==> src/rtl/alu_pkg.sv <==
// Shared definitions for the arbitrated ALU block.
// Provides the 3-bit ALU opcode encodings and the arbiter FSM state type.
// No ports (package).
package alu_pkg;

  localparam logic [2:0] OP_ADD = 3'd0;
  localparam logic [2:0] OP_SUB = 3'd1;
  localparam logic [2:0] OP_AND = 3'd2;
  localparam logic [2:0] OP_OR  = 3'd3;
  localparam logic [2:0] OP_XOR = 3'd4;
  localparam logic [2:0] OP_SHL = 3'd5;
  localparam logic [2:0] OP_SHR = 3'd6;
  localparam logic [2:0] OP_NOP = 3'd7;

  typedef enum logic [1:0] {IDLE, EXEC, RESP} arb_state_t;

endpackage

==> src/rtl/alu_arbiter_alu.sv <==
// Purely combinational ALU used as the shared datapath of alu_arbiter.
// Ports:
//   i_opa, i_opb  operands (DATA_WIDTH)
//   i_op          opcode (see alu_pkg)
//   o_result      result (DATA_WIDTH)
//   o_zero        result == 0
//   o_carry       carry out of ADD; 0 for every other opcode
module alu_arbiter_alu
  import alu_pkg::*;
#(
  parameter int DATA_WIDTH = 8
) (
  input  logic [DATA_WIDTH-1:0] i_opa,
  input  logic [DATA_WIDTH-1:0] i_opb,
  input  logic [2:0]            i_op,
  output logic [DATA_WIDTH-1:0] o_result,
  output logic                  o_zero,
  output logic                  o_carry
);

  logic [DATA_WIDTH:0] w_sum;
  logic                w_shift_oor;

  assign w_sum = {1'b0, i_opa} + {1'b0, i_opb};
  // The whole of operand B is the shift amount; anything >= width clears the result.
  assign w_shift_oor = ({1'b0, i_opb} >= (DATA_WIDTH+1)'(DATA_WIDTH));

  always_comb begin
    o_result = '0;
    o_carry  = 1'b0;
    case (i_op)
      OP_ADD: begin
        o_result = w_sum[DATA_WIDTH-1:0];
        o_carry  = w_sum[DATA_WIDTH];
      end
      OP_SUB: o_result = i_opa - i_opb;
      OP_AND: o_result = i_opa & i_opb;
      OP_OR:  o_result = i_opa | i_opb;
      OP_XOR: o_result = i_opa ^ i_opb;
      OP_SHL: o_result = w_shift_oor ? '0 : (i_opa << i_opb);
      OP_SHR: o_result = w_shift_oor ? '0 : (i_opa >> i_opb);
      default: o_result = '0;
    endcase
  end

  assign o_zero = (o_result == '0);

endmodule

==> src/rtl/alu_arbiter.sv <==
// Round-robin arbiter sharing one ALU among NUM_REQ requesters.
// Ports:
//   clk, rst                    clock / async active-high reset
//   req_valid/req_ready         per-requester handshake, req_ready one-hot
//   req_opa/req_opb/req_opcode  packed per-requester operands and opcode
//   rsp_valid/rsp_ready         response handshake
//   rsp_id/result/zero/carry    response payload
//   busy                        FSM not idle
module alu_arbiter
  import alu_pkg::*;
#(
  parameter  int DATA_WIDTH = 8,
  parameter  int NUM_REQ    = 4,
  localparam int ID_W       = $clog2(NUM_REQ)
) (
  input  logic                          clk,
  input  logic                          rst,
  input  logic [NUM_REQ-1:0]            req_valid,
  output logic [NUM_REQ-1:0]            req_ready,
  input  logic [NUM_REQ*DATA_WIDTH-1:0] req_opa,
  input  logic [NUM_REQ*DATA_WIDTH-1:0] req_opb,
  input  logic [NUM_REQ*3-1:0]          req_opcode,
  output logic                          rsp_valid,
  input  logic                          rsp_ready,
  output logic [ID_W-1:0]               rsp_id,
  output logic [DATA_WIDTH-1:0]         rsp_result,
  output logic                          rsp_zero,
  output logic                          rsp_carry,
  output logic                          busy
);

  // Returns {found, index} of the first valid requester at or after ptr.
  function automatic logic [ID_W:0] rr_pick(input logic [NUM_REQ-1:0] v,
                                             input logic [ID_W-1:0]    ptr);
    logic [ID_W:0] pick;
    int            idx;
    pick = '0;
    // Walk from farthest to nearest so the nearest valid index wins.
    for (int k = NUM_REQ - 1; k >= 0; k--) begin
      idx = (int'(ptr) + k) % NUM_REQ;
      if (v[idx]) pick = {1'b1, idx[ID_W-1:0]};
    end
    return pick;
  endfunction

  arb_state_t            r_state;
  logic [ID_W-1:0]       r_rr_ptr;
  logic [DATA_WIDTH-1:0] r_opa_p0;
  logic [DATA_WIDTH-1:0] r_opb_p0;
  logic [2:0]            r_op_p0;
  logic [ID_W-1:0]       r_id_p0;

  logic [ID_W:0]         w_pick;
  logic [ID_W-1:0]       w_gnt;
  logic [ID_W-1:0]       w_next_ptr;
  logic                  w_window;
  logic                  w_accept;
  logic [DATA_WIDTH-1:0] w_alu_result;
  logic                  w_alu_zero;
  logic                  w_alu_carry;

  assign w_pick     = rr_pick(req_valid, r_rr_ptr);
  assign w_gnt      = w_pick[ID_W-1:0];
  assign w_next_ptr = (w_gnt == ID_W'(NUM_REQ - 1)) ? '0 : w_gnt + 1'b1;
  assign w_window   = (r_state == IDLE) || ((r_state == RESP) && rsp_ready);
  assign w_accept   = w_window && w_pick[ID_W];
  assign busy       = (r_state != IDLE);

  always_comb begin
    req_ready = '0;
    if (w_accept) req_ready[w_gnt] = 1'b1;
  end

  // Stage p0 -> ALU: operand registers drive the shared datapath during EXEC.
  alu_arbiter_alu #(
    .DATA_WIDTH(DATA_WIDTH)
  ) u_alu (
    .i_opa   (r_opa_p0),
    .i_opb   (r_opb_p0),
    .i_op    (r_op_p0),
    .o_result(w_alu_result),
    .o_zero  (w_alu_zero),
    .o_carry (w_alu_carry)
  );

  always_ff @(posedge clk or posedge rst) begin
    if (rst) begin
      r_state    <= IDLE;
      r_rr_ptr   <= '0;
      r_opa_p0   <= '0;
      r_opb_p0   <= '0;
      r_op_p0    <= '0;
      r_id_p0    <= '0;
      rsp_valid  <= 1'b0;
      rsp_id     <= '0;
      rsp_result <= '0;
      rsp_zero   <= 1'b0;
      rsp_carry  <= 1'b0;
    end else begin
      if (w_accept) begin
        r_opa_p0 <= req_opa[w_gnt*DATA_WIDTH +: DATA_WIDTH];
        r_opb_p0 <= req_opb[w_gnt*DATA_WIDTH +: DATA_WIDTH];
        r_op_p0  <= req_opcode[w_gnt*3 +: 3];
        r_id_p0  <= w_gnt;
        r_rr_ptr <= w_next_ptr;
      end
      case (r_state)
        IDLE: if (w_accept) r_state <= EXEC;
        // ALU output -> response registers; payload then holds until consumed.
        EXEC: begin
          r_state    <= RESP;
          rsp_valid  <= 1'b1;
          rsp_id     <= r_id_p0;
          rsp_result <= w_alu_result;
          rsp_zero   <= w_alu_zero;
          rsp_carry  <= w_alu_carry;
        end
        RESP: begin
          if (rsp_ready) begin
            rsp_valid <= 1'b0;
            r_state   <= w_accept ? EXEC : IDLE;
          end
        end
        default: r_state <= IDLE;
      endcase
    end
  end

endmodule

==> config.mk <==
export PLATFORM = sky130hd
export DESIGN_NAME = alu_arbiter
export DESIGN_NICKNAME = d
export VERILOG_FILES = /design/src/rtl/alu_pkg.sv /design/src/rtl/alu_arbiter_alu.sv /design/src/rtl/alu_arbiter.sv
export SDC_FILE = /design/constraint.sdc
export NUM_CORES = 1
export LEC_CHECK = 0
export ABC_AREA = 1
export CAP_MARGIN = 10
export CORE_UTILIZATION = 37
export CTS_BUF_LIST = sky130_fd_sc_hd__clkbuf_16
export DETAILED_ROUTE_END_ITERATION = 10
export SETUP_SLACK_MARGIN = 0.4
export SYNTH_ARGS = -nofsm -noshare
export SYNTH_HDL_FRONTEND = slang
export SYNTH_SLANG_ARGS = --single-unit
==> constraint.sdc <==
create_clock -name clk -period 3.4 [get_ports clk]
set_input_delay 0.85 -clock clk [delete_from_list [all_inputs] [get_ports clk]]
set_output_delay 0.85 -clock clk [all_outputs]
set_load 0.02 [all_outputs]
# Yosys cells after proc, flatten, opt, wreduce, memory -nomap -nowiden
# Cells that the tools add are included.
word_totals:
  in_bits: 83
  rom_bits: 0
  wordCells: 90
  reg_bits: 38
  ramBits: 0
  n_memories: 0
  latchBits: 0
op_classes:
  n_mul: 1
  reduce_logical: 14
  n_mux: 29
  n_bitwise: 6
  add_sub_neg: 6
  eq_ne: 11
  n_div: 0
  n_lt_le_gt_ge: 7
  shifts: 5
ops:
  columns: ["operator", "count"]
  rows:
  - ["32-bit by 6-bit variable part select with 8-bit output", 2]
  - ["8-bit case mux with 7 select lines", 1]
  - ["8-bit two-way mux", 2]
  - ["3-bit by 4-bit < comparator with 1-bit output (second input constant)", 3]
  - ["3-bit two-way mux", 4]
  - ["12-bit by 5-bit variable part select with 3-bit output", 1]
  - ["1-bit two-way mux", 11]
  - ["8-bit by 8-bit adder with 9-bit output", 1]
  - ["3-bit == test (second input constant)", 3]
  - ["8-bit AND", 1]
  - ["1-bit binary-select mux with 2-bit select", 4]
  - ["8-bit by 4-bit greater-or-equal comparator with 1-bit output (second input constant)", 1]
  - ["8-bit logical NOT", 1]
  - ["8-bit bitwise OR", 1]
  - ["8-bit by 8-bit left shift with 8-bit output", 1]
  - ["8-bit by 8-bit >> shifter with 8-bit output", 1]
  - ["8-bit subtractor", 1]
  - ["8-bit bitwise XOR", 1]
  - ["3-bit by 2-bit == test with 1-bit output (second input constant)", 2]
  - ["2-bit by 3-bit < comparator with 1-bit output (second input constant)", 2]
  - ["2-bit two-way mux", 3]
  - ["2-bit case mux with 3 select lines", 1]
  - ["2-bit OR reduction", 3]
  - ["2-bit by 1-bit adder with 2-bit output (second input constant)", 2]
  - ["17 further kinds", 26]

# Longest topological paths before layout
logic_depth:
  depth_word: 15
  ltp_mapped: 19

# Hierarchy
# Synthesis repeated with hierarchy kept, for this count alone.
hier_totals:
  hier_cells: 674
  area_unflattened_um2: 4155.2
by_module_without_submodules:
  columns: ["module", "n_inst", "seq_area_each_um2", "cells_per_inst", "area_each_um2"]
  rows:
  - ["alu_arbiter", 1, 950.9, 342, 2458.6]
  - ["alu_arbiter_alu", 1, 0.0, 332, 1696.6]

# Worst setup path after synthesis
# Ideal clock, no wire load.
synth_path:
  kind: "input to output"
  from: "in req_valid[1]"
  to: "out req_ready[3]"
  arrival_time_ps: 2306
  slack_ps: 244
  cell_stages: 13
  required_ps: 2550
  path_cell_list: "inv_1 -> o21ai_0 -> nand2_1 -> nand2_1 -> nand3_2 -> nand2_1 -> nand3_1 -> nand2_2 -> buf_6 -> buf_8 -> ha_1 -> inv_1 -> nor2_1"
synth_via:
  elab_chain_cells: 12
synth_lines:
  columns: ["element", "line_no", "source"]
  rows:
  - ["from (decl)", "alu_arbiter.sv:18", "input logic [NUM_REQ-1:0] req_valid,"]
  - ["1-bit binary-select mux with 2-bit select", "alu_arbiter.sv:41", "if (v[idx]) pick = {1'b1, idx[ID_W-1:0]};"]
  - ["1-bit two-way mux (not written as such) (2 in a row)", "alu_arbiter.sv:41", null]
  - ["3-bit two-way mux (3 in a row)", "alu_arbiter.sv:41", null]
  - ["3-bit two-way mux (*)", "alu_arbiter.sv:41", null]
  - ["net w_pick[0]", "alu_arbiter.sv:53", "logic [ID_W:0] w_pick;"]
  - ["2-bit by 3-bit < comparator with 1-bit output (not written as such) / 2-bit by 1-bit greater-or-equal comparator with 1-bit output (equally long branches)", "alu_arbiter.sv:71", "if (w_accept) req_ready[w_gnt] = 1'b1;"]
  - ["1-bit logical AND (not written as such)", "alu_arbiter.sv:71", null]
  - ["1-bit two-way mux (not written as such)", "alu_arbiter.sv:71", null]
  - ["1-bit demux with 2-bit select (*)", "alu_arbiter.sv:71", null]
  - ["4-bit two-way mux (*)", "alu_arbiter.sv:71", null]
  - ["to (decl)", "alu_arbiter.sv:19", "output logic [NUM_REQ-1:0] req_ready,"]
# The timed path passes the listed nets; every way through them passes the cells marked *. The select of a mux whose other input is x is not followed.

# Worst setup path after layout
layout_path:
  from: "in req_valid[3]"
  to: "out req_ready[2]"
layout_via:
  elab_chain_cells: 12
layout_lines:
  columns: ["element", "line_no"]
  rows:
  - ["1-bit binary-select mux with 2-bit select", "alu_arbiter.sv:41"]
  - ["1-bit two-way mux (not written as such) (2 in a row)", "alu_arbiter.sv:41"]
  - ["3-bit two-way mux (3 in a row)", "alu_arbiter.sv:41"]
  - ["3-bit two-way mux (*)", "alu_arbiter.sv:41"]
  - ["2-bit by 3-bit < comparator with 1-bit output (not written as such) / 2-bit by 1-bit greater-or-equal comparator with 1-bit output (equally long branches)", "alu_arbiter.sv:71"]
  - ["1-bit logical AND (not written as such)", "alu_arbiter.sv:71"]
  - ["1-bit two-way mux (not written as such)", "alu_arbiter.sv:71"]
  - ["1-bit demux with 2-bit select", "alu_arbiter.sv:71"]
  - ["4-bit two-way mux (*)", "alu_arbiter.sv:71"]
# Every way passes the cells marked *; elsewhere a longest branch is shown, timed or not. The select of a mux whose other input is x is not followed.

==> flow_metrics.tcl <==
set metrics [dict create \
    outcome "completed" \
    portBuffers 100 \
    via_count 4563 \
    rsz0062_at_grt "true" \
    syn_inst 662 \
    crit_required_ns 2.55 \
    dieHeight_um 107 \
    yosys_warnings 0 \
    synth-seq-area-share_pct 23.1 \
    dieWidth_um 107 \
    finish.instance_area_um2 5670 \
    start_kind "input pin" \
    initial_core_util_pct 38.0 \
    antenna_cells 0 \
    power_density_nw_per_um2 1120 \
    slew_viol_final 0 \
    hpwl_mm 10.4 \
    timing.final.crit_period_ns 2.93 \
    clock_sinks 38 \
    synth.avg_cell_area_um2 6.22 \
    detail_route.first_pass.iterations 7 \
    cts_root_buf "clkbuf_16" \
    clock.fmax_ghz 0.341 \
    grt_pass1_wl_mm 21.8 \
    fin_skew_ns 0.00854 \
    cts_tree "yes" \
    core_area_um2 10800 \
    period_share_pct 86.1 \
    layout_setup_ws_ns 0.471 \
    clock_path_buffers 2 \
    drtAntennaViolNets 0 \
    yosys.area.top_type "dfrtp_1" \
    synth_top_area_share_pct 23.1 \
    vdd_drop_max_mv 1.20 \
    cap_violations 0 \
    dpl-instance-area_um2 5300 \
    ys_types 41 \
    grt_max_degree 39 \
    synth_flop_cell "dfrtp_1" \
    tightest_slew_ns 0.855 \
    pre_cts_slack_ns -0.403 \
    final-hold-violation-count 0 \
    num_rows 38 \
    finalSetupViolCount 0 \
    relSlewSlack_pct 42.8 \
    final_layout_size_suffix_gt1_share_pct 12.9 \
    r2r_start "r_rr_ptr[0]" \
    grt_overflow_total 0 \
    cp-end-kind "output pin" \
    synthTopCellsByCount "nand2_1 (186), inv_1 (98), nand3_1 (78)" \
    min_from "r_state[0]" \
    p_leak_nw 2.88 \
    syn-num-nets 777 \
    dieArea_um2 11500 \
    cp.arrival_ns 2.08 \
    finalWeightedCongestion 0.897 \
    synth_area_um2 4120 \
    nNetsFinal 882 \
    synthMostInstantiatedCell "nand2_1" \
    drt_iter0_drc 274 \
    crit_start "req_valid[3]" \
    h-tree-depth 2 \
    fillerInstances 1089 \
    synth_edf_count 0 \
    grtUsageTotal_pct 24.0 \
    numCtsBuffers 5 \
    path_max_fanout 5 \
    ys_ff_latch 38 \
    grt_pass1_vias 4507 \
    wire_per_inst_um 14.4 \
    hold_buffers 0 \
    crit_type "input pin to output pin" \
    ys_async_sr_fraction_pct 100 \
    via_per_inst 5.03 \
    num_io_pins 101 \
    antenna_found_initial 0 \
    area_growth_pct 37.7 \
    min_path_type "flop to flop" \
    postRouteWirelength_mm 13.1 \
    clkTransAtPathRegs_ns 0.06 \
    drc_errors 0 \
    clk-insertion-delay-late_ns 0.29 \
    ys_top_cells_by_area "dfrtp_1 (23%), nand2_1 (17%), nand3_1 (9.5%)" \
]
[kinds of logic after synthesis]
group / count (synthesis) / share of synthesized area (%)
buffers and inverters: 127 / 13.1
adders and majority gates: 32 / 10.1
xor gates and xnor gates: 4 / 0.851
DFF: 38 / 23.1
AOI/OAI and AO/OA: 95 / 14.3
and+or+nand+nor: 366 / 38.6
[worst max-delay path: stages]
cell and delay (ns):
buf_6 0.09, inv_2 0.05, nand2_1 0.04, o21a_1 0.15
nand2_2 0.09, nand3_2 0.11, nand2_2 0.07, nand3_2 0.07
nand2_4 0.13, inv_4 0.07, ha_4 0.16, inv_2 0.04
nor2_2 0.03, buf_6 0.12
[path summary, 6_finish.rpt]
check,slack (ns),to,cells past startpoint
max in group asynchronous,2.05,r_rr_ptr[0],3
worst max-delay path,0.47,req_ready[2],14
worst min-delay path,0.45,r_state[1],1
worst max register to register,0.73,r_opb_p0[2],12
min in group asynchronous,0.97,rsp_result[7],3
worst min register to register,0.45,r_state[1],1
[placed cells by master, fill, tap and decap left out, types with 3 or more instances in the layout]
cell	Yosys	layout
clkdlybuf4s50_1	0	92
buf_6	2	7
inv_1	98	89
a31oi_1	6	6
o21ai_2	6	10
nor2_1	57	51
inv_2	2	8
nor2_2	0	3
nand4_1	9	9
o22ai_1	5	5
nand3_1	78	75
nor2_4	0	3
ha_4	0	4
and2_1	3	3
inv_4	0	3
o211ai_1	16	16
nand2_1	186	178
nand3_2	1	4
clkbuf_16	0	5
xor2_1	3	3
o21ai_1	9	7
nand2_2	9	16
dfrtp_1	38	37
or2_1	15	15
buf_4	2	21
a21oi_1	21	21
o21ai_0	23	21
ha_1	30	26
or2_2	4	4
[registers in the layout, summed over array words and instances, names as in the netlist]
| signal | count |
|---|---|
| r_opa_p0 | 8 |
| r_opb_p0 | 8 |
| rsp_result | 8 |
| r_op_p0 | 3 |
| r_id_p0 | 2 |
| r_rr_ptr | 2 |
| r_state | 2 |
| rsp_id | 2 |
| rsp_carry | 1 |
| rsp_valid | 1 |
| rsp_zero | 1 |
[per-stage QoR]
stage          hold WS, ns  utilization, %  total power, W  std cells  TNS, ns
2_1_floorplan        0.415               -         0.00412        662        0
3_3_place_gp         0.444            48.9         0.00530        894    -1.31
3_5_place_dp         0.437            48.9         0.00533        894    -1.58
4_1_cts              0.445            51.7         0.00622        906        0
5_1_grt              0.466            52.3         0.00697        908        0
6_report             0.447            52.3         0.00633        908        0
[power by group]
group | internal (W) | leakage [nW] | total, W | switching, W
sequential | 0.000694 | 0.462 | 0.000977 | 0.000282
combinational | 0.00178 | 2.32 | 0.00473 | 0.00295
clock | 0.000422 | 0.0940 | 0.000623 | 0.000201
total | 0.00290 | 2.88 | 0.00633 | 0.00344
[repair_timing]
item,4_1_cts,5_1_grt
pin swaps,15,15
endpoints found under the setup margin,15,6
setup buffers,4,2
resized for setup,69,13
[area by class of cell]
class	count	area [um^2]	area share [%]
flip-flops and latches	38	952	16.8
repair buffers	123	1190	21.0
inverters	102	390	6.89
well taps	140	175	3.09
clock inverters	3	68.8	1.21
clock buffers	5	125	2.21
multi-input cells	497	2770	48.8
[layer usage]
metal | routed length, um | track usage (%) | vias up
li1 | - | - | 2326
met1 | 5860 | 30.7 | 2083
met2 | 6100 | 40.5 | 140
met3 | 857 | 4.96 | 14
met4 | 250 | 7.34 | 0
met5 | 0 | 0 | -
(Power assumes the default switching activity.)
